===== config.mk =====
export PLATFORM = sky130hd
export DESIGN_NAME = vertex_edge_sequencer
export DESIGN_NICKNAME = d
export VERILOG_FILES = /design/src/rtl/vertex_edge_sequencer.sv
export SDC_FILE = /design/constraint.sdc
export NUM_CORES = 1
export LEC_CHECK = 0
export ABC_CLOCK_PERIOD_IN_PS = 4550
export BUFFER_PORTS_ARGS = -buffer_cell sky130_fd_sc_hd__buf_4
export CAP_MARGIN = 15
export CORE_UTILIZATION = 68
export CTS_BUF_LIST = sky130_fd_sc_hd__clkbuf_8
export DETAILED_ROUTE_END_ITERATION = 8
export PLACE_DENSITY = 0.88
export REMOVE_ABC_BUFFERS = 1
export SYNTH_ARGS = -nofsm -noshare
export SYNTH_HDL_FRONTEND = slang
export SYNTH_SLANG_ARGS = --single-unit

===== constraint.sdc =====
create_clock -name clk -period 4.55 [get_ports clk]
set_clock_uncertainty 0.1 [all_clocks]
set_input_delay 0.91 -clock clk [delete_from_list [all_inputs] [get_ports clk]]
set_output_delay 0.91 -clock clk [all_outputs]
set_load 0.01 [all_outputs]

===== src/rtl/vertex_edge_sequencer.sv =====
// Vertex fetcher / edge sequencer: loads one shape from vertex RAM, then streams its edges.
// Define VSEQ_OFFSET_EN to add x_off/y_off inputs that translate every vertex (mod 2^CW).
module vertex_edge_sequencer #(
    parameter int CW     = 10,
    parameter int VMAX   = 8,
    parameter int SHAPES = 8,
    localparam int SW    = $clog2(SHAPES),
    localparam int VW    = $clog2(VMAX),
    localparam int AW    = SW + VW + 1
) (
    input  logic          clk,
    input  logic          rst_n,
    input  logic          start,
    input  logic [SW-1:0] shape_sel,
    input  logic [VW:0]   vcount,
    input  logic          closed,
`ifdef VSEQ_OFFSET_EN
    input  logic [CW-1:0] x_off,
    input  logic [CW-1:0] y_off,
`endif
    output logic [AW-1:0] rd_addr,
    input  logic [CW-1:0] rd_data,
    output logic          busy,
    output logic          edge_valid,
    input  logic          edge_ready,
    output logic [CW-1:0] ex0,
    output logic [CW-1:0] ey0,
    output logic [CW-1:0] ex1,
    output logic [CW-1:0] ey1,
    output logic          edge_last,
    output logic          done,
    output logic          err
);
    localparam logic [VW:0] VMAX_C = (VW+1)'(VMAX);

    typedef enum logic [2:0] {S_IDLE, S_FETCH, S_DRAIN, S_EMIT, S_DONE} state_t;

    state_t        r_state;
    logic [AW-1:0] r_addr;
    logic [VW:0]   r_flast;
    logic [VW-1:0] r_nm1;
    logic [VW-1:0] r_lastk;
    logic [VW-1:0] r_k;
    logic          r_cap_en;
    logic [VW:0]   r_cap_idx;
    logic          r_busy, r_valid, r_last, r_done, r_err;
    logic [CW-1:0] r_ex0, r_ey0, r_ex1, r_ey1;
    logic [CW-1:0] r_vx [VMAX];
    logic [CW-1:0] r_vy [VMAX];

    logic          w_legal;
    logic [VW-1:0] w_ld_idx;
    logic [VW-1:0] w_ld_nxt;
    logic [CW-1:0] w_xoff, w_yoff;

`ifdef VSEQ_OFFSET_EN
    logic [CW-1:0] r_xoff, r_yoff;
    always_ff @(posedge clk) begin
        if (!rst_n) begin
            r_xoff <= '0;
            r_yoff <= '0;
        end else if (r_state == S_IDLE && start) begin
            r_xoff <= x_off;
            r_yoff <= y_off;
        end
    end
    assign w_xoff = r_xoff;
    assign w_yoff = r_yoff;
`else
    assign w_xoff = '0;
    assign w_yoff = '0;
`endif

    assign w_legal  = (vcount >= (VW+1)'(2)) && (vcount <= VMAX_C);
    // Edge to present next: 0 on entry to EMIT, otherwise the one after the current edge.
    assign w_ld_idx = r_valid ? r_k + 1'b1 : '0;
    assign w_ld_nxt = (w_ld_idx == r_nm1) ? '0 : w_ld_idx + 1'b1;

    // RAM data lags its address by one cycle; even addresses are x, odd are y.
    always_ff @(posedge clk) begin
        if (r_cap_en) begin
            if (r_cap_idx[0])
                r_vy[r_cap_idx[VW:1]] <= rd_data + w_yoff;
            else
                r_vx[r_cap_idx[VW:1]] <= rd_data + w_xoff;
        end
    end

    always_ff @(posedge clk) begin
        if (!rst_n) begin
            r_state   <= S_IDLE;
            r_addr    <= '0;
            r_flast   <= '0;
            r_nm1     <= '0;
            r_lastk   <= '0;
            r_k       <= '0;
            r_cap_en  <= 1'b0;
            r_cap_idx <= '0;
            r_busy    <= 1'b0;
            r_valid   <= 1'b0;
            r_last    <= 1'b0;
            r_done    <= 1'b0;
            r_err     <= 1'b0;
            r_ex0     <= '0;
            r_ey0     <= '0;
            r_ex1     <= '0;
            r_ey1     <= '0;
        end else begin
            r_done   <= 1'b0;
            r_err    <= 1'b0;
            r_cap_en <= 1'b0;
            case (r_state)
                S_IDLE: begin
                    if (start) begin
                        if (w_legal) begin
                            r_addr  <= {shape_sel, {VW{1'b0}}, 1'b0};
                            r_flast <= {VW'(vcount - 1'b1), 1'b1};
                            r_nm1   <= VW'(vcount - 1'b1);
                            r_lastk <= VW'(vcount - (VW+1)'(2) + {{VW{1'b0}}, closed});
                            r_busy  <= 1'b1;
                            r_state <= S_FETCH;
                        end else begin
                            r_err <= 1'b1;
                        end
                    end
                end
                S_FETCH: begin
                    r_cap_en  <= 1'b1;
                    r_cap_idx <= r_addr[VW:0];
                    // Hold on the last address so slot SHAPES-1 never wraps to slot 0.
                    if (r_addr[VW:0] == r_flast)
                        r_state <= S_DRAIN;
                    else
                        r_addr <= r_addr + 1'b1;
                end
                S_DRAIN: r_state <= S_EMIT;
                S_EMIT: begin
                    if (!r_valid || (edge_ready && !r_last)) begin
                        r_k     <= w_ld_idx;
                        r_ex0   <= r_vx[w_ld_idx];
                        r_ey0   <= r_vy[w_ld_idx];
                        r_ex1   <= r_vx[w_ld_nxt];
                        r_ey1   <= r_vy[w_ld_nxt];
                        r_last  <= (w_ld_idx == r_lastk);
                        r_valid <= 1'b1;
                    end else if (edge_ready) begin
                        r_valid <= 1'b0;
                        r_last  <= 1'b0;
                        r_busy  <= 1'b0;
                        r_done  <= 1'b1;
                        r_state <= S_DONE;
                    end
                end
                S_DONE:  r_state <= S_IDLE;
                default: r_state <= S_IDLE;
            endcase
        end
    end

    assign rd_addr    = r_addr;
    assign busy       = r_busy;
    assign edge_valid = r_valid;
    assign edge_last  = r_last;
    assign done       = r_done;
    assign err        = r_err;
    assign ex0        = r_ex0;
    assign ey0        = r_ey0;
    assign ex1        = r_ex1;
    assign ey1        = r_ey1;

endmodule


==> metrics.md, run 1 <==
| Metric | Value |
|---|---|
| Post-Route WL | 35200 um |
| Placement Cell Area | 12000 um2 |
| Antenna Cells | 0 |
| Post-DRT Antenna Nets | 0 |
| TritonCTS buffer count | 38 |
| Hold_buf cts | 0 |
| Peak Freq | 262 MHz |
| Power share of the clock group | 34.6% |
| Area occupied by multi-input gates | 4590 um2 |
| Clk_lat worst skew | 550 ps |
| Synth top area cells | edfxtp_1, dfxtp_1, a211oi_1 |
| Leak pwr | 4.31 nW |
| Drt drc | 0 |
| Maximum VDD drop | 0.301 mV |
| Worst hold path type | register to register |
| Worst hold slack | 394 ps |
| Worst R2R Path Depth | 7 |
| GRT Total Usage | 42.0% |
| Critical R2R Capture | ex1[6] |
| Crit share post-route | 83.9% |
| Max_slew headroom | 16.1% |
| Post-synth EDFFs | 160 |
| Fillers | 966 |
| Remaining Overflow, GRT | 0 |
| H-tree levels | 2 |
| Slew @ Worst Pin | 1250 ps |
| Comb power frac | 17.2% |
| Hold Fails Final Rpt | 0 |
| Post-CTS sizing | 0 |
| Post-synth top cells | edfxtp_1, nand2_1, clkbuf_1 |
| Crit path launch type | register |
| Io pins | 74 |
| Largest net degree at the start of global routing | 51 |
| Core ar. | 16100 um2 |
| Ys Warns | 0 |
| Clk slew on worst S/H paths | 60 ps |
| # rows | 46 |
| Internal | 3.50 mW |
| Hold path start | ex0[8] |
| Sequential Power Share | 48.2% |
| Switching Share | 29.8% |
| Critical Path Sink Type | register |
| TritonCTS clock tree | done |
| Data required, critical path | 4850 ps |
| Initial Util | 70.2% |
| Power per standard cell area | 392 nW/um2 |
| Post-synthesis cell area | 11300 um2 |
| Mean post-synth cell area | 11.0 um2 |
| Final RePlAce weighted congestion | 0.947 |
| Die width | 131 um |
| Finished Cell Area | 12700 um2 |
| Final core utilization | 79.1% |
| Post-synth cell types | 64 |
| Total Die Area | 17100 um2 |
| Max cap viols | 0 |
| DR vias | 9954 |
| R2r setup slk | 730 ps |
| First-pass GRT wire length | 53000 um |
| Worst r2r src | r_k[0] |
| Vias per cell | 7.58 |
| Yosys reg bits | 230 |
| Sw Pwr | 1.48 mW |
| Storage element area | 6210 um2 |
| Area grow syn2layout | 12.7% |
| Wire length per cell | 26.8 um |
| DR pass1 iterations | 6 |
| Unrepaired setup endpoints after global routing | false |
| Crit path DAT | 4120 ps |
| Pins Over Slew Limit | 0 |
| Dominant cell type by area after synthesis | edfxtp_1 |
| Sequential element share of the synthesized area | 55.1% |
| Mapped Cells | 1023 |
| Hold depth | 2 |
| Ys async rst share | 0% |
| # port buffers | 73 |
| Critical path fanouts, max | 33 |
| Share of the synthesized area in the top cell type | 42.6% |
| Root Driver | clkbuf_8 |
| Vias in the first global route | 9687 |
| Clock buffer depth | 3 |
| Number of DRC markers in iteration 0 | 1619 |
| Fin nets | 1097 |
| Die Y | 131 um |
| Initial antenna violation count | 1 |
| Count leader, synth | edfxtp_1 |
| Status | complete, no violations |
| Setup CP Type | register to register |
| Share of cells above drive strength 1 | 17.2% |
| Worst hold path endpoint | ex0[8] |
| Clock Sinks | 230 |
| Setup Fix Bufs, Post-CTS | 0 |
| Dpl hpwl | 20300 um |
| Main synth FF type | edfxtp_1 |
| Setup violators final | 0 |
| Min Tclk post-route | 3820 ps |
power groups by stage:
stage,Combinational (mW),Sequential (mW),Clock (mW)
2_1_floorplan,0.459,2.44,0
3_3_place_gp,0.791,2.44,0
3_5_place_dp,0.821,2.44,0
4_1_cts,0.826,2.40,1.70
5_1_grt,0.903,2.41,1.80
6_report,0.856,2.40,1.72
critical path: stages, from the launching register on:
cell	delay (ps)
dfxtp_2	690
buf_4	460
nand2b_1	730
o311a_4	620
nor3_1	210
buf_4	270
a2111oi_0	480
nor4b_1	110
cell families (layout without fill, tap and decap cells):
| group | Yosys count | count (layout) | synth area share [%] |
|---|---|---|---|
| adders and majority gates | 6 | 6 | 0.666 |
| muxes | 6 | 6 | 0.566 |
| AOI/OAI and AO/OA | 302 | 302 | 21.8 |
| DFF | 230 | 230 | 55.1 |
| and+or+nand+nor | 340 | 340 | 15.9 |
| xor gates and xnor gates | 17 | 17 | 1.59 |
| buffers and inverters | 122 | 197 | 4.43 |
through the flow:
| stage | cells | power [mW] | setup WS, ps | TNS (ps) |
|---|---|---|---|---|
| 2_1_floorplan | 913 | 2.90 | -967 | -15980 |
| 3_3_place_gp | 1241 | 3.23 | 1060 | 0 |
| 3_5_place_dp | 1241 | 3.26 | 813 | 0 |
| 4_1_cts | 1310 | 4.93 | 807 | 0 |
| 5_1_grt | 1314 | 5.11 | 538 | 0 |
| 6_report | 1314 | 4.98 | 730 | 0 |
registers in the layout, summed over array words and instances (netlist names), 3 cells and up:
signal,count
r_state,3
r_lastk,3
r_vy,80
r_vx,80
rd_addr,7
ey1,10
ey0,10
r_k,3
r_cap_idx,4
ex1,10
r_flast,4
ex0,10
worst max path at each step:
stage                     startpoint      to  depth (start not counted)
final                         r_k[0]  ex1[6]                          7
after global routing          r_k[0]  ex1[0]                          7
after CTS                     r_k[0]  ex1[6]                          7
after detailed placement      r_k[0]  ex1[6]                          7
after global placement        r_k[0]  ex1[4]                          7
after floorplan               r_k[0]  ey1[9]                          6
layout by cell type, fill, tap and decap left out, types with 21 or more instances in the layout:
cell and count:
edfxtp_1 160, buf_4 114, nand2_1 109, a211oi_1 74
nor2_1 70, dfxtp_1 69, o31a_1 49, clkbuf_8 43
nor2b_1 35, and4_1 27, inv_1 25, nor3_1 25
a31oi_1 24, o31ai_1 23, nand4_1 22, a2111oi_0 21
per-layer routing:
metal	vias up	track usage (%)	wire length (um)
met1	4639	55.7	12400
met4	0	25.1	1750
met2	984	62.0	15800
li1	4125	-	-
met5	-	0	0
met3	206	11.3	5270
area by class of cell:
type | instances | area share (%)
Clock buffer | 43 | 4.66
Clock inverter | 26 | 0.867
Inverter | 12 | 0.355
Multi-Input combinational cell | 671 | 36.2
Sequential cell | 230 | 48.9
Tap cell | 216 | 2.13
Timing Repair Buffer | 116 | 6.98
Note: power is estimated with default switching activity, not from simulation.
==> inputs of run 2 (changes only) <==
--- a/config.mk
+++ b/config.mk
@@ -5,13 +5,13 @@
 export SDC_FILE = /design/constraint.sdc
 export NUM_CORES = 1
 export LEC_CHECK = 0
-export ABC_CLOCK_PERIOD_IN_PS = 4550
+export ABC_CLOCK_PERIOD_IN_PS = 4000
 export BUFFER_PORTS_ARGS = -buffer_cell sky130_fd_sc_hd__buf_4
 export CAP_MARGIN = 15
-export CORE_UTILIZATION = 68
+export CORE_UTILIZATION = 63
 export CTS_BUF_LIST = sky130_fd_sc_hd__clkbuf_8
 export DETAILED_ROUTE_END_ITERATION = 8
-export PLACE_DENSITY = 0.88
+export PLACE_DENSITY = 0.82
 export REMOVE_ABC_BUFFERS = 1
 export SYNTH_ARGS = -nofsm -noshare
 export SYNTH_HDL_FRONTEND = slang
==> constraint.sdc (replaced) <==
create_clock -name clk -period 4 [get_ports clk]
set_clock_uncertainty 0.1 [all_clocks]
set_input_delay 0.8 -clock clk [delete_from_list [all_inputs] [get_ports clk]]
set_output_delay 0.8 -clock clk [all_outputs]
set_load 0.01 [all_outputs]
==> run 2 against run 1 <==
Compared with the run above:
- count of clock-buffer cells in the layout up 2
- cell count up 1.1%
- largest power group unchanged
- first-iteration DRC count down 16%
- highest routed layer unchanged
- non-clock buffer count up 5
- hold slack worse by 15 ps
- critical path type unchanged
- sequential power up 14%
- global-route usage down 3.2 points
- die area up 7.8%
==> metrics.md, run 2 (synthesis gave the netlist of run 1 again) <==
| Metric | Value |
|---|---|
| Status | complete, no violations |
| Share of cells above drive strength 1 | 18.7% (+1.4 points) |
| Commonest non-fill, non-tap cells in the layout | edfxtp_1, buf_4, nand2_1 |
| Unrepaired setup endpoints after global routing | false |
| TritonCTS clock tree | done |
| Power share of the clock group | 38.5% (+3.9 points) |
| Crit path DAT | 3630 ps (-490 ps) |
| Sw Pwr | 1.66 mW (+12%) |
| Sequential Power Share | 45.5% (-2.7 points) |
| Data required, critical path | 4310 ps (-540 ps) |
| Fin nets | 1102 (+0.46%) |
| Met3 Usage GRT | 8.19% (-3.1 points) |
| Crit path launch type | register |
| Root Driver | clkbuf_8 |
| Final core utilization | 74.3% (-4.8 points) |
| Storage element area | 6210 um2 (unchanged) |
| Total power | 6.00 mW (+21%) |
| Final RePlAce weighted congestion | 0.872 (-7.9%) |
| Clock Sinks | 230 (unchanged) |
| GR Util met1 | 51.1% (-4.5 points) |
| Switching Share | 27.7% (-2.1 points) |
| Vias per cell | 7.34 (-3.1%) |
| Setup TNS | 0 ps (unchanged) |
| Vias in the first global route | 9430 (-2.7%) |
| Setup Fix Bufs, Post-CTS | 0 (unchanged) |
| Total Die Area | 18400 um2 (+7.8%) |
| Internal | 4.34 mW (+24%) |
| Hold Fails Final Rpt | 0 (unchanged) |
| Clk slew on worst S/H paths | 60 ps (about the same) |
| # port buffers | 73 (unchanged) |
| Die Y | 136 um (+3.8%) |
| Fillers | 1166 (+21%) |
| Pins Over Slew Limit | 0 (unchanged) |
| Clock buffer depth | 3 (unchanged) |
| # rows | 48 (+4.3%) |
| Min Tclk post-route | 3320 ps (-496 ps) |
| Setup violators final | 0 (unchanged) |
| Initial Util | 64.9% (-5.3 points) |
| Crit share post-route | 83.1% (-0.85 points) |
| Wire length per cell | 26.5 um (-1.4%) |
| GR peak layer | met2 |
| Worst R2R Path Depth | 9 (+2) |
| Dpl hpwl | 20200 um (-0.42%) |
| Maximum VDD drop | 0.310 mV (+2.9%) |
| Post-DRT Antenna Nets | 0 (unchanged) |
| Post-Route WL | 35200 um (-0.22%) |
| Post-CTS sizing | 0 (unchanged) |
| Commonest non-fill, non-tap cell in the layout | edfxtp_1 |
| Hold depth | 2 (unchanged) |
| Max cap viols | 0 (unchanged) |
| Critical Path Sink Type | register |
| Drt drc | 0 (unchanged) |
| Comb power frac | 16.1% (-1.1 points) |
| Worst hold slack | 380 ps (-14.8 ps) |
| Worst slack at placement | 783 ps (-29.2 ps) |
| Hold_buf cts | 0 (unchanged) |
| Critical path fanouts, max | 62 (+88%) |
| Clk_lat worst skew | 540 ps (about the same) |
| Remaining Overflow, GRT | 0 (unchanged) |
| TritonCTS buffer count | 38 (unchanged) |
| Setup CP Type | register to register |
| Io pins | 74 (unchanged) |
| GRT Total Usage | 38.7% (-3.2 points) |
| Peak Freq | 301 MHz (+15%) |
| Met2 usage | 58.4% (-3.6 points) |
| Area occupied by multi-input gates | 4590 um2 (unchanged) |
| Initial antenna violation count | 0 (-1) |
| Max_slew headroom | 19.0% (+2.9 points) |
| Leak pwr | 4.39 nW (+2.0%) |
| Largest net degree at the start of global routing | 63 (+24%) |
| H-tree levels | 2 (unchanged) |
| First-pass GRT wire length | 52600 um (-0.79%) |
| Number of DRC markers in iteration 0 | 1354 (-16%) |
| Die width | 136 um (+3.8%) |
| DR pass1 iterations | 5 (-1) |
| R2r setup slk | 680 ps (-50 ps) |
| Setup slack after layout | 676 ps (-54.4 ps) |
| Power per standard cell area | 466 nW/um2 (+19%) |
| Worst hold path type | input pin to register |
| Core ar. | 17400 um2 (+8.1%) |
| Antenna Cells | 0 (unchanged) |
| Slew @ Worst Pin | 1210 ps (-43.5 ps) |
| DR vias | 9752 (-2.0%) |
| Area grow syn2layout | 14.4% |
==> run 2: worst paths after layout <==
kind / start / to
worst max-delay path: r_k[0] / ey1[7]
worst min-delay path: vcount[0] / r_flast[1]
worst max register to register: r_k[0] / ey1[7]
worst min register to register: ex0[6] / ex0[6]
==> run 2: final cells by class <==
| type | count | share of cell area (%) |
|---|---|---|
| sequential | 230 | 48.1 |
| multi-input combinational | 671 | 35.6 |
| timing repair buffer | 121 | 7.05 |
| clock buffer | 45 | 4.80 |
| tap | 225 | 2.18 |
| clock inverter | 25 | 1.83 |
| inverter | 12 | 0.349 |
==> run 2: power by group through the flow <==
stage	clock network (mW)	registers [mW]	logic (mW)
finish	2.31	2.73	0.966
floorplan	0	2.77	0.522
global route	2.42	2.74	1.02
global placement	0	2.77	0.904
detailed placement	0	2.77	0.928
CTS	2.31	2.72	0.935
==> run 2: worst max-delay path, cell delays in order, from the launching register on <==
cell and delay [ps]:
dfxtp_2 330, buf_4 290, buf_4 620, nand2b_1 260
buf_4 290, o311ai_4 260, buf_4 320, and4_1 210
a2111oi_0 400, nor4b_1 110
==> run 2: stage by stage <==
stage          instances  cell area, um2
3_3_place_gp        1259           12000
4_1_cts             1329           12900
2_1_floorplan        913           10800
3_5_place_dp        1259           12000
5_1_grt             1329           12900
6_report            1329           12900
==> run 2: per-layer routing <==
metal | routed length [um] | part of all wire, %
met4 | 1920 | 5.5
met2 | 15700 | 45
met3 | 4570 | 13
met5 | 0 | 0
met1 | 12900 | 37
